**src/rtl/spi_master.sv**
```systemverilog
// SPI master, CPOL=0: shifts a 32-bit word out MSB-first on sdo and captures sdi on each rising sck.
// Start-to-done latency is 65*CLKDIV clk cycles. Start is ignored while busy, and no backpressure is applied.
module spi_master #(
  parameter int CLKDIV    = 4,
  parameter bit FRAME_RST = 1'b1
) (
  input  logic        clk,
  input  logic        reset_b,
  input  logic        start,
  input  logic [31:0] d,
  input  logic        sdi,
  output logic        sck,
  output logic        sdo,
  output logic        spi_rst,
  output logic        busy,
  output logic        done,
  output logic [31:0] q
);

  typedef enum logic [2:0] {S_IDLE, S_SETUP, S_HIGH, S_LOW, S_FIN} state_t;

  localparam logic [7:0] LAST    = 8'(CLKDIV - 1);
  localparam logic [7:0] PRELAST = 8'(CLKDIV - 2);

  state_t      r_state;
  logic [7:0]  r_cnt;
  logic [4:0]  r_bit;
  logic [31:0] r_tx;
  logic [31:0] r_rx;
  logic [31:0] r_q;
  logic        r_sck;
  logic        r_sdo;
  logic        r_spi_rst;
  logic        r_busy;
  logic        r_done;

  assign sck     = r_sck;
  assign sdo     = r_sdo;
  assign spi_rst = r_spi_rst;
  assign busy    = r_busy;
  assign done    = r_done;
  assign q       = r_q;

  always_ff @(posedge clk or negedge reset_b) begin
    if (!reset_b) begin
      r_state   <= S_IDLE;
      r_cnt     <= '0;
      r_bit     <= '0;
      r_tx      <= '0;
      r_rx      <= '0;
      r_q       <= '0;
      r_sck     <= 1'b0;
      r_sdo     <= 1'b0;
      r_spi_rst <= 1'b0;
      r_busy    <= 1'b0;
      r_done    <= 1'b0;
    end else begin
      r_done <= 1'b0;
      case (r_state)
        S_IDLE: begin
          if (start) begin
            r_tx      <= d;
            r_sdo     <= d[31];
            r_busy    <= 1'b1;
            r_sck     <= 1'b0;
            r_spi_rst <= FRAME_RST;
            r_cnt     <= '0;
            r_bit     <= '0;
            r_state   <= S_SETUP;
          end
        end
        S_SETUP: begin
          // Release the slave resync one clk ahead of the first rising sck
          if (r_cnt == PRELAST) r_spi_rst <= 1'b0;
          if (r_cnt == LAST) begin
            r_cnt   <= '0;
            r_sck   <= 1'b1;
            r_rx    <= {r_rx[30:0], sdi};
            r_state <= S_HIGH;
          end else begin
            r_cnt <= r_cnt + 8'd1;
          end
        end
        S_HIGH: begin
          if (r_cnt == LAST) begin
            r_cnt   <= '0;
            r_sck   <= 1'b0;
            r_state <= S_LOW;
          end else begin
            r_cnt <= r_cnt + 8'd1;
          end
        end
        S_LOW: begin
          // sdo moves one clk after falling sck so the slave sees stable data
          if (r_cnt == 8'd0) begin
            r_sdo <= r_tx[30];
            r_tx  <= {r_tx[30:0], 1'b0};
          end
          // Last half period: FIN is its final clk, keeping latency at 65*CLKDIV
          if (r_bit == 5'd31 && r_cnt == PRELAST) begin
            r_cnt   <= '0;
            r_bit   <= '0;
            r_state <= S_FIN;
          end else if (r_cnt == LAST) begin
            r_cnt   <= '0;
            r_bit   <= r_bit + 5'd1;
            r_sck   <= 1'b1;
            r_rx    <= {r_rx[30:0], sdi};
            r_state <= S_HIGH;
          end else begin
            r_cnt <= r_cnt + 8'd1;
          end
        end
        S_FIN: begin
          r_q     <= r_rx;
          r_done  <= 1'b1;
          r_busy  <= 1'b0;
          r_state <= S_IDLE;
        end
        default: r_state <= S_IDLE;
      endcase
    end
  end

endmodule

```
**config.mk**
```make
export PLATFORM = sky130hd
export DESIGN_NAME = spi_master
export DESIGN_NICKNAME = d
export VERILOG_FILES = /design/src/rtl/spi_master.sv
export SDC_FILE = /design/constraint.sdc
export NUM_CORES = 1
export LEC_CHECK = 0
export ABC_AREA = 1
export CORE_ASPECT_RATIO = 0.7
export CORE_MARGIN = 1.5
export CORE_UTILIZATION = 55
export DETAILED_ROUTE_END_ITERATION = 6
export PLACE_DENSITY = 0.8
export SKIP_LAST_GASP = 1
export SLEW_MARGIN = 20
export SYNTH_ARGS = -nofsm -noshare
export SYNTH_HDL_FRONTEND = slang
export SYNTH_SLANG_ARGS = --single-unit
```
**constraint.sdc**
```tcl
create_clock -name clk -period 1.7 [get_ports clk]
set_input_delay 0.255 -clock clk [delete_from_list [all_inputs] [get_ports clk]]
set_output_delay 0.255 -clock clk [all_outputs]
set_load 0.01 [all_outputs]
```
==> key figures <==
Global routing
  • First-pass GRT wire length: 20600 um
  • Largest net degree at the start of global routing: 48
  • Overall routing resource usage: 0.255
  • Initial antenna violation count: 0
  • GRT overflow: 0
  • Vias in the first global route: 4572

Floorplanning
  • Die ar.: 10200 um2
  • FP Rows: 29
  • Die height: 85.0 um
  • Die width: 120 um
  • I/O pin count: 73
  • Initial Util: 0.575
  • Core Region: 9180 um2

Pwr
  • Max VDD drop: 0.763 mV
  • PD cells: 928 nW/um2
  • Leak: 0.00354 uW

Synthesis
  • Mapped Area: 5280 um2
  • Synth warn: 0
  • Synth cell types: 30
  • Synth Area per Inst: 8.33 um2
  • Adder-cell share of the synthesized area: 0.0118
  • Mux share of post-synthesis cell area: 0
  • #FFs+latches synth: 116
  • Compound-Gate Fraction of Synth Area: 0.0841
  • Async S/R FF share, synth: 1.00
  • EDFF count, synth: 0
  • Post-Syn Nets: 675
  • Post-synth top flop: dfrtp_1
  • Post-Synth Simple-Gate Area: 0.274
  • Post-Synth XOR/XNOR Area: 0.00663
  • Largest family of logic cells by synthesized area: simple AND/OR/NAND/NOR gates
  • Register area share after synthesis: 0.550
  • Synth Instances: 634

Finish
  • Final net count: 766
  • Ant. Diodes: 0
  • Area Growth Syn to Fin: 32.2%
  • Commonest non-fill, non-tap cells in the layout: nand2_1, dfrtp_1, clkdlybuf4s50_1, inv_1, nor2_1
  • Utilization after layout: 0.760
  • Final instance area: 6980 um2
  • Share of post-route cells with drive strength above 1: 0.118
  • Commonest non-fill, non-tap cell in the layout: nand2_1

Critical path
  • Maximum fanout along the worst path: 16
  • CP top delay family: simple AND/OR/NAND/NOR gates
  • Arr. time, crit path: 1.96 ns
  • Buf/Inv on CP: 3
  • CP max stage delay: 0.41 ns
  • Setup crit end kind: register
  • Crit-path cells: ha_2, inv_1, nor2_1, nand2_2, inv_2, nand3_4, clkbuf_16, nand2_1, nand2_1
  • Setup crit start kind: register
  • CP dominant cell by count: nand2_1
  • Crit path kind: register to register
  • WP data required: 2.00 ns
  • Worst path slowest cell: dfrtp_1

Clocking
  • TritonCTS clock tree: built
  • Max clock buf depth: 2
  • Clock Latency Late Sink: 0.41 ns
  • Root buffer cell: clkbuf_16
  • TritonCTS Buffers: 17
  • Clock slew at reported path FFs: 0.06 ns
  • H-tree depth: 4
  • CTS sink count: 116

Placed design
  • Placed inst area: 6220 um2
  • GPL Wtd Cong: 0.801
  • DPL Wire Length: 7840 um
  • IO Port Bufs: 72

Drt
  • Drt drc: 0
  • Vias per cell: 5.29
  • ANT nets after route: 0
  • Mean routed wirelength per cell: 14.9 um
  • Vias: 4561
  • 1st-iter DRT viols: 381
  • Routed Wire Length: 12800 um
  • First drt pass iteration count: 4

Job
  • Max cap viols: 0

STA
  • Highest clock rate: 603 MHz
  • Max Transition Viols Final: 0
  • Slew margin rel.: 0.687
  • Worst clock skew: 0.0111 ns
  • Crit path time final: 1.66 ns
  • Tightest Pin Transition: 0.470 ns
  • RSZ-0062 raised after global routing: yes
  • Fin. Hold Viols: 0
  • Setup-failing EPs final: 0
  • Period utilization: 0.976

Min path
  • HP Class: input pin to asynchronous set/reset pin

Outcome
  • Status: completed
==> sequential cells by signal, indices dropped and copies added (netlist names) <==
signal	flops
busy	1
done	1
q	32
r_bit	5
r_cnt	8
r_rx	32
r_state	3
r_tx	31
sck	1
sdo	1
spi_rst	1
==> cell usage after synthesis (2+ instances only) <==
cell	count	share of area
a21oi_1	30	0.028
a21oi_2	2	0.0033
buf_2	12	0.011
buf_4	6	0.0085
buf_6	3	0.0064
clkbuf_1	9	0.0064
clkbuf_2	2	0.0019
dfrtp_1	116	0.55
ha_1	5	0.012
inv_1	49	0.035
inv_2	4	0.0028
nand2_1	237	0.17
nand2_2	2	0.0024
nand2_4	2	0.0043
nand3_1	15	0.014
nand4_1	36	0.043
nor2_1	44	0.031
o211ai_1	8	0.011
o21ai_0	37	0.035
o21ai_1	3	0.0028
xor2_1	3	0.0050
==> power by group <==
| part | total, uW | internal, uW | switching (uW) |
|---|---|---|---|
| Clock | 3550 | 2210 | 1330 |
| Sequential | 2780 | 2770 | 6.82 |
| Combinational | 154 | 82.5 | 71.6 |
| Total | 6480 | 5070 | 1410 |
==> routing by layer <==
metal	GRT usage	vias to the layer above	part of all wire
met3	0.0652	20	0.052
met5	0	-	0
met4	0.0920	0	0.014
li1	-	2216	-
met1	0.327	2180	0.45
met2	0.426	145	0.48
==> layout make-up <==
class / instances / area (um2)
clock inverters: 13 / 149
flip-flops and latches: 116 / 2900
inverters: 54 / 208
well taps: 124 / 155
multi-input cells: 432 / 2040
repair buffers: 104 / 1090
clock buffers: 19 / 443
fillers: 612 / 2200
==> through the flow <==
stage | hold WS (ns) | cells | total power, uW | worst slack [ns] | TNS [ns]
floorplan | -0.0406 | 634 | 2830 | 0.130 | 0
global placement | 0.221 | 823 | 2970 | 0.114 | 0
detailed placement | 0.229 | 823 | 2980 | -0.0549 | -0.229
CTS | 0.336 | 856 | 6520 | 0.0332 | 0
global route | 0.366 | 862 | 6670 | -0.0863 | -1.34
finish | 0.338 | 862 | 6480 | 0.0413 | 0
==> worst register-to-register path: cells and delay by family, from the launching register on <==
kind          cells  cell delay [ns]
flops             1             0.41
fa+ha+maj         1             0.23
simple gates      5             0.51
buf+inv           3             0.40
==> repair_timing <==
action / in CTS / in global routing
endpoints found under the hold margin: 30 / 0
pin swaps: 1 / 5
endpoints found under the setup margin: 7 / 49
cloned: 0 / 3
hold buffers: 1 / 0
resized for setup: 3 / 13
setup buffers: 0 / 3
==> cells by family (layout without fill, tap and decap cells) <==
| family | Yosys count | count (layout) |
|---|---|---|
| AND/OR/NAND/NOR | 341 | 341 |
| flip-flops | 116 | 116 |
| buffers and inverters | 86 | 190 |
| AO/OA/AOI/OAI | 82 | 82 |
| adder cells (fa/ha/maj) | 5 | 5 |
| XOR/XNOR | 4 | 4 |
==> path summary, 6_finish.rpt <==
check	cells past startpoint	slack [ns]	endpoint	start
setup / recovery	9	0.04	r_rx[6]$_DFFE_PN0P_	r_cnt[0]$_DFFE_PN0P_
max in group asynchronous	3	0.74	r_rx[20]$_DFFE_PN0P_	reset_b
hold / removal	2	0.34	r_rx[22]$_DFFE_PN0P_	reset_b
min in group clk	3	0.44	r_rx[0]$_DFFE_PN0P_	sdi
hold reg to reg	2	0.48	busy$_DFFE_PN0P_	busy$_DFFE_PN0P_
setup reg to reg	9	0.04	r_rx[6]$_DFFE_PN0P_	r_cnt[0]$_DFFE_PN0P_
Note: power is estimated with default switching activity, not from simulation.
==> edit 1, RTL diff (same settings) <==
Re-encode `state_t` (5 states) as Gray code, 3 bits wide.
--- a/src/rtl/spi_master.sv
+++ b/src/rtl/spi_master.sv
@@ -19,3 +19,3 @@
 
-  typedef enum logic [2:0] {S_IDLE, S_SETUP, S_HIGH, S_LOW, S_FIN} state_t;
+  typedef enum logic [2:0] {S_IDLE = 3'b000, S_SETUP = 3'b001, S_HIGH = 3'b011, S_LOW = 3'b010, S_FIN = 3'b110} state_t;
 
Function: same outputs for any inputs over 10 cycles, from zero or initial values and one cycle with reset_b low; not proved beyond that.
==> edit 1 against the unedited design <==
The run now ends with setup timing left; synthesized area is 2.4% lower; design area down 1.6%; wire length fell by 11%; maximum frequency shrank 4.3%; sequential cell count did not move; final cell count is 11% lower; total power grew 5.8%; worst setup slack worse by 0.074 ns; die area decreased by 2.4%; largest power group unchanged.
==> edit 1: results <==
{
  "synth.avg_cell_area_sq_um": 9.63,
  "violations": "setup timing",
  "dp_hpwl_mm": 7.15,
  "ir_drop_mv": 0.696,
  "syn_nets": 576,
  "gp_congestion": 0.878,
  "final_layout_size_suffix_gt1_share_pct": 16.3,
  "leakage_nw": 3.35,
  "dp.cells": 722,
  "nFillCells": 616,
  "place_ws_ns": -0.0656,
  "outcome": "finished, violations left",
  "placed_area_sq_um": 6050,
  "fin_nets": 667,
  "die_width_microns": 119,
  "post_cts_resized": 4,
  "wl_mm": 11.5,
  "finalSetupViolCount": 5,
  "worst_slack_ns": -0.0326,
  "synth_compound_area_share_pct": 13.3,
  "viasPerCell": 5.32,
  "tightest_slew_ns": 0.459,
  "grt_usage_pct": 23.6,
  "grt_pass1_wl_mm": 18.4,
  "first_global_vias": 4004,
  "multi_input_comb_area_sq_um": 1930,
  "synth-adder-area-share_pct": 1.21,
  "post_cts_buffers": 1,
  "fin_skew_ns": 0.0161
}
-- edit 1: cell types whose count changed after synthesis, sizes merged, moves of 5 or more --
cell / unedited run / this run
nand4: 36 / 3
mux2i: 0 / 31
clkbuf: 11 / 6
nor2: 46 / 17
a21oi: 32 / 1
nand2: 241 / 151
o211ai: 8 / 3
o21ai: 41 / 109
buf: 21 / 16
-- edit 1: routing by layer --
layer	vias to the layer above	part of all wire [%]	global-route usage, %	wire [microns]
li1	1916	-	-	-
met1	2010	44	29.3	5020
met2	118	51	39.6	5820
met3	18	3.9	5.67	443
met4	0	1.6	10.5	184
met5	-	0	0	0
-- edit 1: metrics by stage --
stage / hold WS (ns) / TNS (ns) / utilization, %
final: 0.338 / -0.0854 / 75.7
after detailed placement: 0.240 / -0.147 / 66.7
after floorplan: -0.0406 / 0 / -
after global routing: 0.393 / -2.49 / 75.7
after CTS: 0.350 / -0.0164 / 74.3
after global placement: 0.244 / 0 / 66.7
-- edit 1: final timing paths --
check                         start        to  slack, ns  cells past startpoint
setup reg to reg           r_bit[0]   r_rx[4]      -0.03                      9
max in group asynchronous   reset_b  r_cnt[0]       0.76                      3
hold reg to reg             r_rx[0]   r_rx[0]       0.48                      2
min in group clk               d[0]   r_tx[0]       0.42                      3
hold / removal              reset_b  r_tx[16]       0.34                      2
setup / recovery           r_bit[0]   r_rx[4]      -0.03                      9
-- edit 1: worst register-to-register path: stages, from the launching register on --
cell and delay [ns]:
dfrtp_1 0.38, ha_2 0.20, nand2_1 0.05, nor2_1 0.11
ha_2 0.23, nand4_4 0.19, nand2_8 0.18, buf_6 0.16
nand2_1 0.09, o21ai_2 0.07
-- edit 1: power breakdown --
group	internal, W	switching (W)
combinational	0.0000997	0.0000882
sequential	0.00277	0.00000539
clock	0.00269	0.00120
total	0.00556	0.00129
==> edit 2, RTL diff (config.mk and constraints unchanged) <==
Made on the original files. Change the parameter `FRAME_RST` from 1'b1 to 1'b0.
--- a/src/rtl/spi_master.sv
+++ b/src/rtl/spi_master.sv
@@ -4,3 +4,3 @@
   parameter int CLKDIV    = 4,
-  parameter bit FRAME_RST = 1'b1
+  parameter bit FRAME_RST = 1'b0
 ) (
Behaviour: not the same (a bounded check fails within 4 cycles, from zero or initial values and one cycle with reset_b low).
==> edit 2 against the unedited design <==
Die area up 0.21%; critical path depth up 2; worst setup slack lost 0.10 ns; design area increased by 2.1%; non-clock buffer count is 5 higher; global-route usage up 0.051 points; synthesized area up 0.21%; via count grew 0.64%; sequential cell count down 1; the run now ends with setup timing left; critical endpoint is now r_rx[3]; wire length is 2.4% higher.
Power is not compared: it rests on default switching activity, and its combinational part moved more than twofold at a synthesized area within 25%.
==> edit 2: results <==
{
  "yosysWarnings": 0,
  "io_buffers": 71,
  "dp_hpwl_mm": 7.63,
  "fin_skew_ns": 0.00872,
  "diodes": 0,
  "worst_slack_ns": -0.0611,
  "ys_types": 29,
  "fin_nets": 775,
  "viasPerCell": 5.28,
  "final_layout_size_suffix_gt1_share_pct": 20.1,
  "firstDrtPassIters": 5,
  "yosys-top-cells-count": "297 x nand2_1, 115 x dfrtp_1, 52 x inv_1",
  "gp_congestion": 0.889,
  "ant_nets": 0,
  "grt_max_degree": 49,
  "synth_compound_area_share_pct": 9.72,
  "setup_tns_ns": -0.596,
  "grt_usage_pct": 25.6,
  "antenna_found_initial": 0,
  "nFillCells": 617,
  "timing.rr.start": "r_bit[1]",
  "synth-adder-area-share_pct": 1.18,
  "reg2reg_depth": 11,
  "syn_nets": 673,
  "crit_slowest_cell": "dfrtp_1",
  "outcome": "finished, violations left",
  "synth_area_leaders": "dfrtp_1 54%, nand2_1 21%, o21ai_2 5.3%, o21ai_0 3.9%, inv_1 3.7%",
  "synth-xor-area-share_pct": 0.662,
  "grt_pass1_wl_mm": 20.3,
  "wl_mm": 13.1,
  "relSlewSlack_pct": 65.7,
  "seq_area_frac_synth_pct": 54.4,
  "cp-startpoint": "r_bit[1]",
  "critPathMaxStageDelay_ns": 0.36,
  "drt_iter0_drc": 296,
  "crit_arrival_ns": 2.10,
  "finalSetupViolCount": 30,
  "clkLatencyLatePin_ns": 0.42,
  "violations": "setup timing",
  "path_max_fanout": 10,
  "leakage_nw": 3.51,
  "first_global_vias": 4317,
  "cts_buffer_depth": 2
}
## edit 2: cell count changes in the layout (fill, tap and decap cells not counted), sizes merged, moves of 2 or more
cell    delta
o21ai     +33
a21oi     -29
nand3b     +2
nand4     -32
nor2      -26
o211ai     -8
buf        +6
nand2     +61
## edit 2: worst max-delay path, delay by kind of cell, from the launching register on
kind | cells | cell delay (ns)
DFF | 1 | 0.36
buffers and inverters | 1 | 0.15
AOI/OAI and AO/OA | 1 | 0.08
adders and majority gates | 2 | 0.37
and+or+nand+nor | 7 | 0.72
## edit 2: cell type report
type                            instances  area share, %
Timing Repair Buffer                  109           16.1
Clock inverter                         12           1.51
Inverter                               56           2.95
Clock buffer                           19           6.35
Tap cell                              124           2.18
Sequential cell                       115           40.4
Multi-Input combinational cell        435           30.5
## edit 2: final timing paths
kind	end	slack (ns)
setup / recovery	r_rx[3]	-0.06
hold / removal	q[13]	0.36
setup reg to reg	r_rx[3]	-0.06
hold reg to reg	r_bit[3]	0.47
max in group asynchronous	r_cnt[2]	0.71
min in group clk	r_rx[0]	0.43
## edit 2: what timing repair did
action / 4_1_cts / 5_1_grt
resized for setup: 5 / 42
pin swaps: 0 / 10
setup buffers: 2 / 4
endpoints found under the hold margin: 35 / 0
gates cloned: 1 / 5
setup endpoints to repair: 34 / 43
hold buffers: 1 / 0
## edit 2: kinds of logic (layout without fill, tap and decap cells)
logic type	after synthesis	count (layout)
adder cells (fa/ha/maj)	5	5
buffers and inverters	83	196
flip-flops	115	115
XOR/XNOR	4	4
AND/OR/NAND/NOR	346	347
other	1	1
AO/OA/AOI/OAI	78	78
## edit 2: where the power goes
part	switching [W]	internal, W	leakage, nW
Combinational	0.00179	0.00118	1.70
Clock	0.00131	0.00208	0.271
Sequential	0.000368	0.00326	1.54
Total	0.00347	0.00651	3.51
## edit 2: per-layer routing
metal	wire length, microns	share of wire, %	global-route usage, %
met1	5730	44	33.7
met3	683	5.2	6.65
met4	276	2.1	10.9
met5	0	0	0
met2	6460	49	40.8
## edit 2: stage by stage
stage	hold slack (ns)	total power [W]	setup WS [ns]	cell area (sq um)	instances
6_report	0.364	0.00999	-0.0611	7130	870
2_1_floorplan	-0.0406	0.00534	0.0794	5290	632
5_1_grt	0.404	0.0105	-0.172	7130	870
4_1_cts	0.369	0.00962	-0.0575	6860	861
3_5_place_dp	0.258	0.00614	-0.0433	6240	826
3_3_place_gp	0.253	0.00600	0.0380	6240	826
